### config.mk
export PLATFORM = sky130hd
export DESIGN_NAME = jk_bank_driver
export DESIGN_NICKNAME = d
export VERILOG_FILES = /design/src/rtl/jk_pkg.sv /design/src/rtl/jk_excite.sv /design/src/rtl/jk_bank_driver.sv
export SDC_FILE = /design/constraint.sdc
export NUM_CORES = 1
export LEC_CHECK = 0
export CORE_ASPECT_RATIO = 1.75
export CORE_UTILIZATION = 35
export DETAILED_ROUTE_END_ITERATION = 8
export PLACE_DENSITY = 0.74
export REMOVE_ABC_BUFFERS = 1
export SYNTH_ARGS = -nofsm -noshare
export SYNTH_HDL_FRONTEND = slang
export SYNTH_SLANG_ARGS = --single-unit
### constraint.sdc
create_clock -name Clk -period 1.5 [get_ports Clk]
set_input_delay 0.15 -clock Clk [delete_from_list [all_inputs] [get_ports Clk]]
set_output_delay 0.15 -clock Clk [all_outputs]
set_load 0.005 [all_outputs]
### src/rtl/jk_pkg.sv
// Shared definitions for the JK flip-flop bank driver.
// Holds the request mode encodings and the driver FSM state encoding.
package jk_pkg;

  typedef enum logic [1:0] {
    MODE_LOAD   = 2'b00,
    MODE_HOLD   = 2'b01,
    MODE_TOGGLE = 2'b10,
    MODE_CLEAR  = 2'b11
  } mode_e;

  typedef enum logic [2:0] {
    IDLE  = 3'd0,
    DRIVE = 3'd1,
    CHECK = 3'd2,
    DONE  = 3'd3,
    FAIL  = 3'd4
  } state_e;

endpackage

### src/rtl/jk_excite.sv
// Minimal JK excitation for a bank of WIDTH JK flip-flops.
// Purely combinational.
// Ports:
//   mode   - requested operation (jk_pkg::mode_e encoding)
//   target - desired Q for load; ignored for other modes
//   q      - current bank Q
//   j, k   - per-bit J/K drive
//   rst    - clear request for the bank's reset pin
module jk_excite
  import jk_pkg::*;
#(
  parameter int WIDTH = 4
) (
  input  logic [1:0]       mode,
  input  logic [WIDTH-1:0] target,
  input  logic [WIDTH-1:0] q,
  output logic [WIDTH-1:0] j,
  output logic [WIDTH-1:0] k,
  output logic             rst
);

  always_comb begin
    // NOTE: every output gets a default before the case, so no path leaves
    // a signal unassigned and no latch is inferred.
    j   = '0;
    k   = '0;
    rst = 1'b0;
    case (mode)
      MODE_LOAD: begin
        // Only bits that differ get driven; equal bits stay at J=K=0.
        j = target & ~q;
        k = ~target & q;
      end
      MODE_TOGGLE: begin
        j = '1;
        k = '1;
      end
      MODE_CLEAR: rst = 1'b1;
      default: ;
    endcase
  end

endmodule

### src/rtl/jk_bank_driver.sv
// Initiator for an external bank of WIDTH JK flip-flops sharing Clk.
// Turns a load/hold/toggle/clear request into one cycle of JK excitation,
// checks the bank readback one cycle later, and re-drives load/clear up to
// MAX_RETRY times on mismatch.
// Ports:
//   Clk, R            - clock, synchronous active-high reset
//   req_valid/ready   - request handshake; req_mode, req_data sampled on accept
//   jk_j, jk_k, jk_rst- registered drive into the bank
//   q_in              - bank Q readback
//   done, err, result - completion pulse, failure flag, Q at the final check
//   err_count         - saturating FAIL count (only with JK_ERR_COUNT_EN)
// Optional feature macro: JK_ERR_COUNT_EN.
module jk_bank_driver
  import jk_pkg::*;
#(
  parameter int WIDTH     = 4,
  parameter int MAX_RETRY = 2
) (
  input  logic             Clk,
  input  logic             R,
  input  logic             req_valid,
  output logic             req_ready,
  input  logic [1:0]       req_mode,
  input  logic [WIDTH-1:0] req_data,
  output logic [WIDTH-1:0] jk_j,
  output logic [WIDTH-1:0] jk_k,
  output logic             jk_rst,
  input  logic [WIDTH-1:0] q_in,
  output logic             done,
  output logic             err,
  output logic [WIDTH-1:0] result
`ifdef JK_ERR_COUNT_EN
  ,
  output logic [7:0]       err_count
`endif
);

  localparam logic [2:0] MAX_RETRY_C = 3'(MAX_RETRY);

  state_e           state_q, state_d;
  logic [1:0]       mode_q, mode_d;
  logic [WIDTH-1:0] expected_q, expected_d;
  logic [2:0]       retry_q, retry_d;
  logic [WIDTH-1:0] j_q, j_d, k_q, k_d;
  logic             rst_q, rst_d;
  logic             ready_q, ready_d;
  logic             done_q, done_d, err_q, err_d;
  logic [WIDTH-1:0] result_q, result_d;

  logic             idle_like;
  logic [1:0]       ex_mode;
  logic [WIDTH-1:0] ex_target, ex_j, ex_k;
  logic             ex_rst;

  // DONE/FAIL accept like IDLE, so a new request can start on the edge
  // that ends the completion cycle.
  assign idle_like = (state_q == IDLE) || (state_q == DONE) || (state_q == FAIL);

  // One excitation unit serves both the initial drive (fresh request) and
  // retries (captured mode against the captured expected value).
  assign ex_mode   = idle_like ? req_mode : mode_q;
  assign ex_target = idle_like ? req_data : expected_q;

  jk_excite #(.WIDTH(WIDTH)) u_excite (
    .mode   (ex_mode),
    .target (ex_target),
    .q      (q_in),
    .j      (ex_j),
    .k      (ex_k),
    .rst    (ex_rst)
  );

  always_comb begin
    state_d    = state_q;
    mode_d     = mode_q;
    expected_d = expected_q;
    retry_d    = retry_q;
    j_d        = '0;
    k_d        = '0;
    rst_d      = 1'b0;
    done_d     = 1'b0;
    err_d      = 1'b0;
    result_d   = result_q;
    case (state_q)
      IDLE, DONE, FAIL: begin
        state_d = IDLE;
        retry_d = '0;
        if (req_valid && ready_q) begin
          state_d = DRIVE;
          mode_d  = req_mode;
          case (req_mode)
            MODE_LOAD:   expected_d = req_data;
            MODE_HOLD:   expected_d = q_in;
            MODE_TOGGLE: expected_d = ~q_in;
            default:     expected_d = '0;
          endcase
          j_d   = ex_j;
          k_d   = ex_k;
          rst_d = ex_rst;
        end
      end
      DRIVE: state_d = CHECK;
      CHECK: begin
        if (q_in == expected_q) begin
          state_d  = DONE;
          done_d   = 1'b1;
          result_d = q_in;
        end else if ((retry_q != MAX_RETRY_C) &&
                     ((mode_q == MODE_LOAD) || (mode_q == MODE_CLEAR))) begin
          state_d = DRIVE;
          retry_d = retry_q + 3'd1;
          j_d     = ex_j;
          k_d     = ex_k;
          rst_d   = ex_rst;
        end else begin
          state_d  = FAIL;
          done_d   = 1'b1;
          err_d    = 1'b1;
          result_d = q_in;
        end
      end
      default: state_d = IDLE;
    endcase
    ready_d = (state_d == IDLE) || (state_d == DONE) || (state_d == FAIL);
  end

  // NOTE: state is updated with non-blocking assignments so every flop
  // samples the pre-edge values computed in always_comb.
  always_ff @(posedge Clk) begin
    if (R) begin
      state_q    <= IDLE;
      mode_q     <= MODE_LOAD;
      expected_q <= '0;
      retry_q    <= '0;
      j_q        <= '0;
      k_q        <= '0;
      rst_q      <= 1'b0;
      ready_q    <= 1'b1;
      done_q     <= 1'b0;
      err_q      <= 1'b0;
      result_q   <= '0;
    end else begin
      state_q    <= state_d;
      mode_q     <= mode_d;
      expected_q <= expected_d;
      retry_q    <= retry_d;
      j_q        <= j_d;
      k_q        <= k_d;
      rst_q      <= rst_d;
      ready_q    <= ready_d;
      done_q     <= done_d;
      err_q      <= err_d;
      result_q   <= result_d;
    end
  end

  assign req_ready = ready_q;
  assign jk_j      = j_q;
  assign jk_k      = k_q;
  assign jk_rst    = rst_q;
  assign done      = done_q;
  assign err       = err_q;
  assign result    = result_q;

`ifdef JK_ERR_COUNT_EN
  logic [7:0] err_count_q, err_count_d;

  always_comb begin
    err_count_d = err_count_q;
    if ((state_d == FAIL) && (state_q == CHECK) && (err_count_q != 8'hFF))
      err_count_d = err_count_q + 8'd1;
  end

  always_ff @(posedge Clk) begin
    if (R) err_count_q <= '0;
    else   err_count_q <= err_count_d;
  end

  assign err_count = err_count_q;
`endif

endmodule
# After elaboration in Yosys (flattened, before gate mapping)
# Cells that the tools add are included.
# classes
n_addsub	1
eq_ne	16
mux	29
bitwise	5
reduce_logical	19
# ops
cell	count
4-bit 2-to-1 mux	9
4-bit case mux with 2 select lines	4
3-bit 2-to-1 mux	4
4-bit case mux with 3 select lines	1
3-bit by 2-bit equality test with 1-bit output (second input constant)	3
3-bit case mux with 3 select lines	1
4-bit AND	2
2-bit equality test (second input constant)	4
4-bit NOT	2
1-bit 2-to-1 mux	7
3-bit equality test (second input constant)	2
2-bit zero test	3
3-bit zero test	2
2-bit inequality test (second input constant)	3
3-bit case mux with 2 select lines	1
3-bit OR reduction	2
1-bit logical OR	5
4-bit equality test	1
2-bit AND reduction	2
3-bit by 1-bit adder with 3-bit output (second input constant)	1
3-bit by 1-bit equality test with 1-bit output (second input constant)	1
3-bit by 2-bit inequality test with 1-bit output (second input constant)	1
3-bit AND reduction	1
2-bit by 1-bit equality test with 1-bit output (second input constant)	1
other kinds (6)	7
# totals
ff_bits	28
out_inout_bits	16

# Logic depth before layout (Yosys ltp)
# logic_depth
word_depth	10
ltp_mapped	7
mapped_depth_nobuf	7

# Hierarchy
# From an unflattened synthesis, not the netlist that was laid out.
# unflattened
hier_cells	173
hier_area_um2	1503.9
# by_module_without_submodules
module	n_inst	cells_per_inst	area_per_inst_um2
jk_bank_driver	1	154	1388.8
jk_excite	1	19	115.1

# Worst setup path after synthesis
# OpenSTA, ideal clock, no wires.
# synth_timing
path_type	register -> register
from	register expected_q[1]
to	register retry_q[1]
setup_time_ns	0.071
arrival_time_ns	1.539
required_time_ns	1.429
path_slack_ns	-0.109
stages_incl_launch_ff	6
path_buffers	0
period_less_slack_ns	1.609
cell_sequence	dfxtp_1 xor2_1 nor4_4 nor3_2 or3b_1 a21oi_1
# synth_via
elab_chain_len	3
# synth_lines
element	line	text
start, declared	jk_bank_driver.sv:42	logic [WIDTH-1:0] expected_q, expected_d;
start signal, assigned	jk_bank_driver.sv:145	expected_q <= expected_d;
4-bit equality test	jk_bank_driver.sv:104	if (q_in == expected_q) begin
2-bit inequality test (no line)	--	
3-bit AND reduction (no line)	--	
end signal, assigned	jk_bank_driver.sv:146	retry_q <= retry_d;
end, declared	jk_bank_driver.sv:43	logic [2:0] retry_q, retry_d;
# No other way between the ends.
# A chain may end at the register's enable or synchronous reset.

# Final worst setup path
# layout_timing
from	register state_q[2]
to	register j_q[2], in the netlist jk_j[2]
# layout_via
elab_chain_len	9
word_cells_on_any_way	17
cone_classes	eq/ne: 4; mux: 7; bitwise: 1; reduce/logical: 5
# layout_lines
element	line	text
start, declared	jk_bank_driver.sv:40	state_e state_q, state_d;
start signal, assigned	jk_bank_driver.sv:143	state_q <= state_d;
3-bit by 2-bit equality test with 1-bit output or 3-bit zero test (tied branches)	jk_bank_driver.sv:57, jk_bank_driver.sv:84	
1-bit logical OR (2 in a row)	jk_bank_driver.sv:57	assign idle_like = (state_q == IDLE) || (state_q == DONE) || (state_q == FAIL);
2-bit 2-to-1 mux or 4-bit 2-to-1 mux (tied branches)	jk_bank_driver.sv:61, jk_bank_driver.sv:62	
2-bit equality test (tied with other cells)	jk_excite.sv:28	case (mode)
4-bit case mux with 2 select lines	jk_excite.sv:28	
4-bit 2-to-1 mux	jk_bank_driver.sv:108	end else if ((retry_q != MAX_RETRY_C) &&
4-bit 2-to-1 mux	jk_bank_driver.sv:104	
4-bit case mux with 2 select lines (*)	jk_bank_driver.sv:84	case (state_q)
end signal, assigned	jk_bank_driver.sv:147	j_q <= j_d;
end, declared	jk_bank_driver.sv:44	logic [WIDTH-1:0] j_q, j_d, k_q, k_d;
# Mark *: on every way between the ends. The rest lies on a longest branch, timed or not.

==> impl_metrics.json <==
{
  "crit_slowest_cell": "dfxtp_2",
  "setup_viol": 13,
  "vias": 1292,
  "fin_crit_ns": 1.574,
  "period_share_pct": 104.9,
  "p_clk_share_pct": 28.6,
  "drt_iter0_drc": 50,
  "critical_path_required_ns": 1.69,
  "critical_path.most_common_cell": "buf_4",
  "synthSimpleGateAreaFrac_pct": 19.74,
  "power_frac_seq_pct": 39.5,
  "clock.fmax_mhz": 635.5,
  "start_util_pct": 36.93,
  "diodes": 0,
  "ys_warn_count": 0,
  "die_y_um": 81.21,
  "stdcell_area_mm2": 0.002140,
  "drive_gt1_share_pct": 39.70,
  "dieArea_mm2": 0.003838,
  "crit_fanout": 3,
  "ant_nets": 0,
  "finalNetCount": 215,
  "core_mm2": 0.003398,
  "grt_antenna_before_repair": 0,
  "clock_skew_ns": 0.002763,
  "drt_pass1_iterations": 4,
  "cts_buffer_depth": 2,
  "critPathCaptureType": "flip-flop",
  "switchingPower_uw": 600.9,
  "portBuffers": 28,
  "avgSynthCellArea_um2": 9.436,
  "hold_violations": 0,
  "hold_class": "primary input to flip-flop",
  "overflow": 0,
  "clkTransAtPathRegs_ns": 0.10,
  "track_usage_pct": 21.57,
  "cts_tree": "built",
  "rows": 28,
  "avgViaCountPerCell": 5.295,
  "hpwl_um": 2831,
  "root_buffer": "clkbuf_8",
  "peakVddDrop_uv": 583.8,
  "io_pins": 29,
  "critPathKind": "flip-flop to flip-flop",
  "status": "finished, violations left",
  "p_int_mw": 1.512,
  "grt_pass1_wl_um": 5947,
  "layout_commonest_cell": "buf_4",
  "synth_xor_area_share_pct": 4.187,
  "swShare_pct": 28.44,
  "place_area_mm2": 0.001823,
  "synth_top_family_by_area": "simple AND/OR/NAND/NOR gates",
  "grt_max_degree": 17,
  "synth_seq_cells": 28,
  "drt_wl_total_um": 4237,
  "cts_buffers": 3,
  "p_total_mw": 2.113,
  "clk_latency_ns": 0.28,
  "grt_pass1_vias": 1312,
  "cts_sinks": 28,
  "p_leak_nw": 0.8597,
  "critical_path.max_stage_delay_ns": 0.33,
  "synth_cell_type_count": 32,
  "htree_levels": 1,
  "synthAdderAreaFrac_pct": 1.994,
  "syn_to_final_growth_pct": 70.49,
  "fp.dieW_um": 47.27,
  "synthMuxAreaShare_pct": 11.96,
  "final_cell_mix": "buf_4, clkdlybuf4s50_1, dfxtp_1",
  "grt_setup_unrepaired": "true",
  "cts_hold_buf": 0,
  "relSlewSlack_pct": 77.24,
  "routedWlPerCell_um": 17.36,
  "path_cells": "nand3b_1 -> o21ai_2 -> buf_4 -> buf_4 -> mux2i_2 -> o21ai_0 -> and2_4",
  "startpoint_type": "flip-flop",
  "syn_area_mm2": 0.001255,
  "setup_ws_ns": -0.07362,
  "arrival_ns": 1.76,
  "slew_violations": 0,
  "violations": "setup timing",
  "powerDensity_mw_per_mm2": 987.7,
  "drc_errors": 0,
  "maxCapViolCount": 0,
  "worst_slew_pin_slew_ns": 0.3371,
  "globalplace.congestion": 0.8267,
  "pwr-share-comb_pct": 31.9,
  "synth_compound_area_share_pct": 14.36,
  "yosysSeqAreaShare_pct": 44.67,
  "setup-tns-final_ns": -0.4792,
  "syn_inst": 133
}
repair_timing:
action / CTS / global route
setup buffers: 4 / 2
resized for setup: 34 / 25
endpoints found under the setup margin: 24 / 21
pin swaps: 9 / 8
final cells by class:
type | count | area (um2)
Fill cell | 249 | 1259
Multi-Input combinational cell | 95 | 819.5
Timing Repair Buffer | 68 | 606.8
Sequential cell | 28 | 570.5
Tap cell | 45 | 56.30
Clock buffer | 3 | 41.29
Clock inverter | 1 | 30.03
Inverter | 4 | 15.01
metrics by stage:
step / utilization, % / hold slack [ns] / std cells / worst slack, ns
floorplan: - / 0.2191 / 127 / -0.6526
global placement: 53.65 / 0.4697 / 234 / -0.4092
detailed placement: 53.65 / 0.4790 / 234 / -0.4687
CTS: 60.05 / 0.4223 / 242 / -0.05050
global route: 62.96 / 0.4595 / 244 / -0.1784
finish: 62.96 / 0.4234 / 244 / -0.07362
state kept, by name, summed over array words and instances (netlist names):
name,flops
jk_rst,1
jk_j,4
state_q,3
err,1
req_ready,1
jk_k,4
result,4
retry_q,3
done,1
mode_q,2
expected_q,4
Yosys cell counts:
library cell	number	area [um2]
dfxtp_1	28	560.5
mux2i_1	15	150.1
nand2_1	13	48.80
nor2_1	9	33.78
a21oi_1	8	40.04
o21ai_0	6	30.03
and2_1	5	31.28
a21boi_0	4	30.03
clkbuf_1	4	15.01
inv_1	4	15.01
nor4_1	4	25.02
o311ai_0	4	35.03
xor2_1	4	35.03
nand2b_1	3	18.77
ha_1	2	25.02
nand3_1	2	10.01
nand3b_1	2	15.01
xnor2_1	2	17.52
a211oi_1	1	7.510
a221oi_1	1	8.760
and3_1	1	6.260
buf_1	1	3.750
buf_2	1	5.000
nor2b_1	1	6.260
nor3_1	1	5.000
nor3_2	1	10.01
nor3b_1	1	7.510
nor4_4	1	21.27
o211a_1	1	10.01
o21bai_1	1	7.510
o21bai_2	1	11.26
or3b_1	1	8.760
logic make-up after synthesis:
family | count (synthesis)
and+or+nand+nor | 45
DFF | 28
AOI/OAI and AO/OA | 27
muxes | 15
buffers and inverters | 10
xor gates and xnor gates | 6
adders and majority gates | 2
worst max-delay path, delay by kind of cell (launching register included):
family / cells / cell delay [ns]
DFF: 1 / 0.33
buffers and inverters: 2 / 0.30
muxes: 1 / 0.28
AOI/OAI and AO/OA: 2 / 0.24
and+or+nand+nor: 2 / 0.33
metal layers:
metal / track usage [%] / wire length [um] / vias to the layer above
met5: 0 / 0 / -
met4: 9.429 / 146 / 0
met3: 2.222 / 169 / 13
met2: 43.01 / 2463 / 46
met1: 19.67 / 1457 / 632
li1: - / - / 601
power by group through the flow:
stage / Clock, mW / Combinational (mW) / Sequential [mW]
2_1_floorplan: 0 / 0.208 / 0.841
3_3_place_gp: 0 / 0.491 / 0.839
3_5_place_dp: 0 / 0.507 / 0.843
4_1_cts: 0.598 / 0.583 / 0.834
5_1_grt: 0.644 / 0.716 / 0.841
6_report: 0.604 / 0.674 / 0.836
path summary, 6_finish.rpt:
kind,cells after the start,slack (ns),end,startpoint
setup / recovery,7,-0.07,jk_j[2],state_q[2]
hold / removal,4,0.42,result[3],q_in[3]
setup reg to reg,7,-0.07,jk_j[2],state_q[2]
hold reg to reg,2,0.52,state_q[1],state_q[2]
Note: power is estimated with default switching activity, not from simulation.
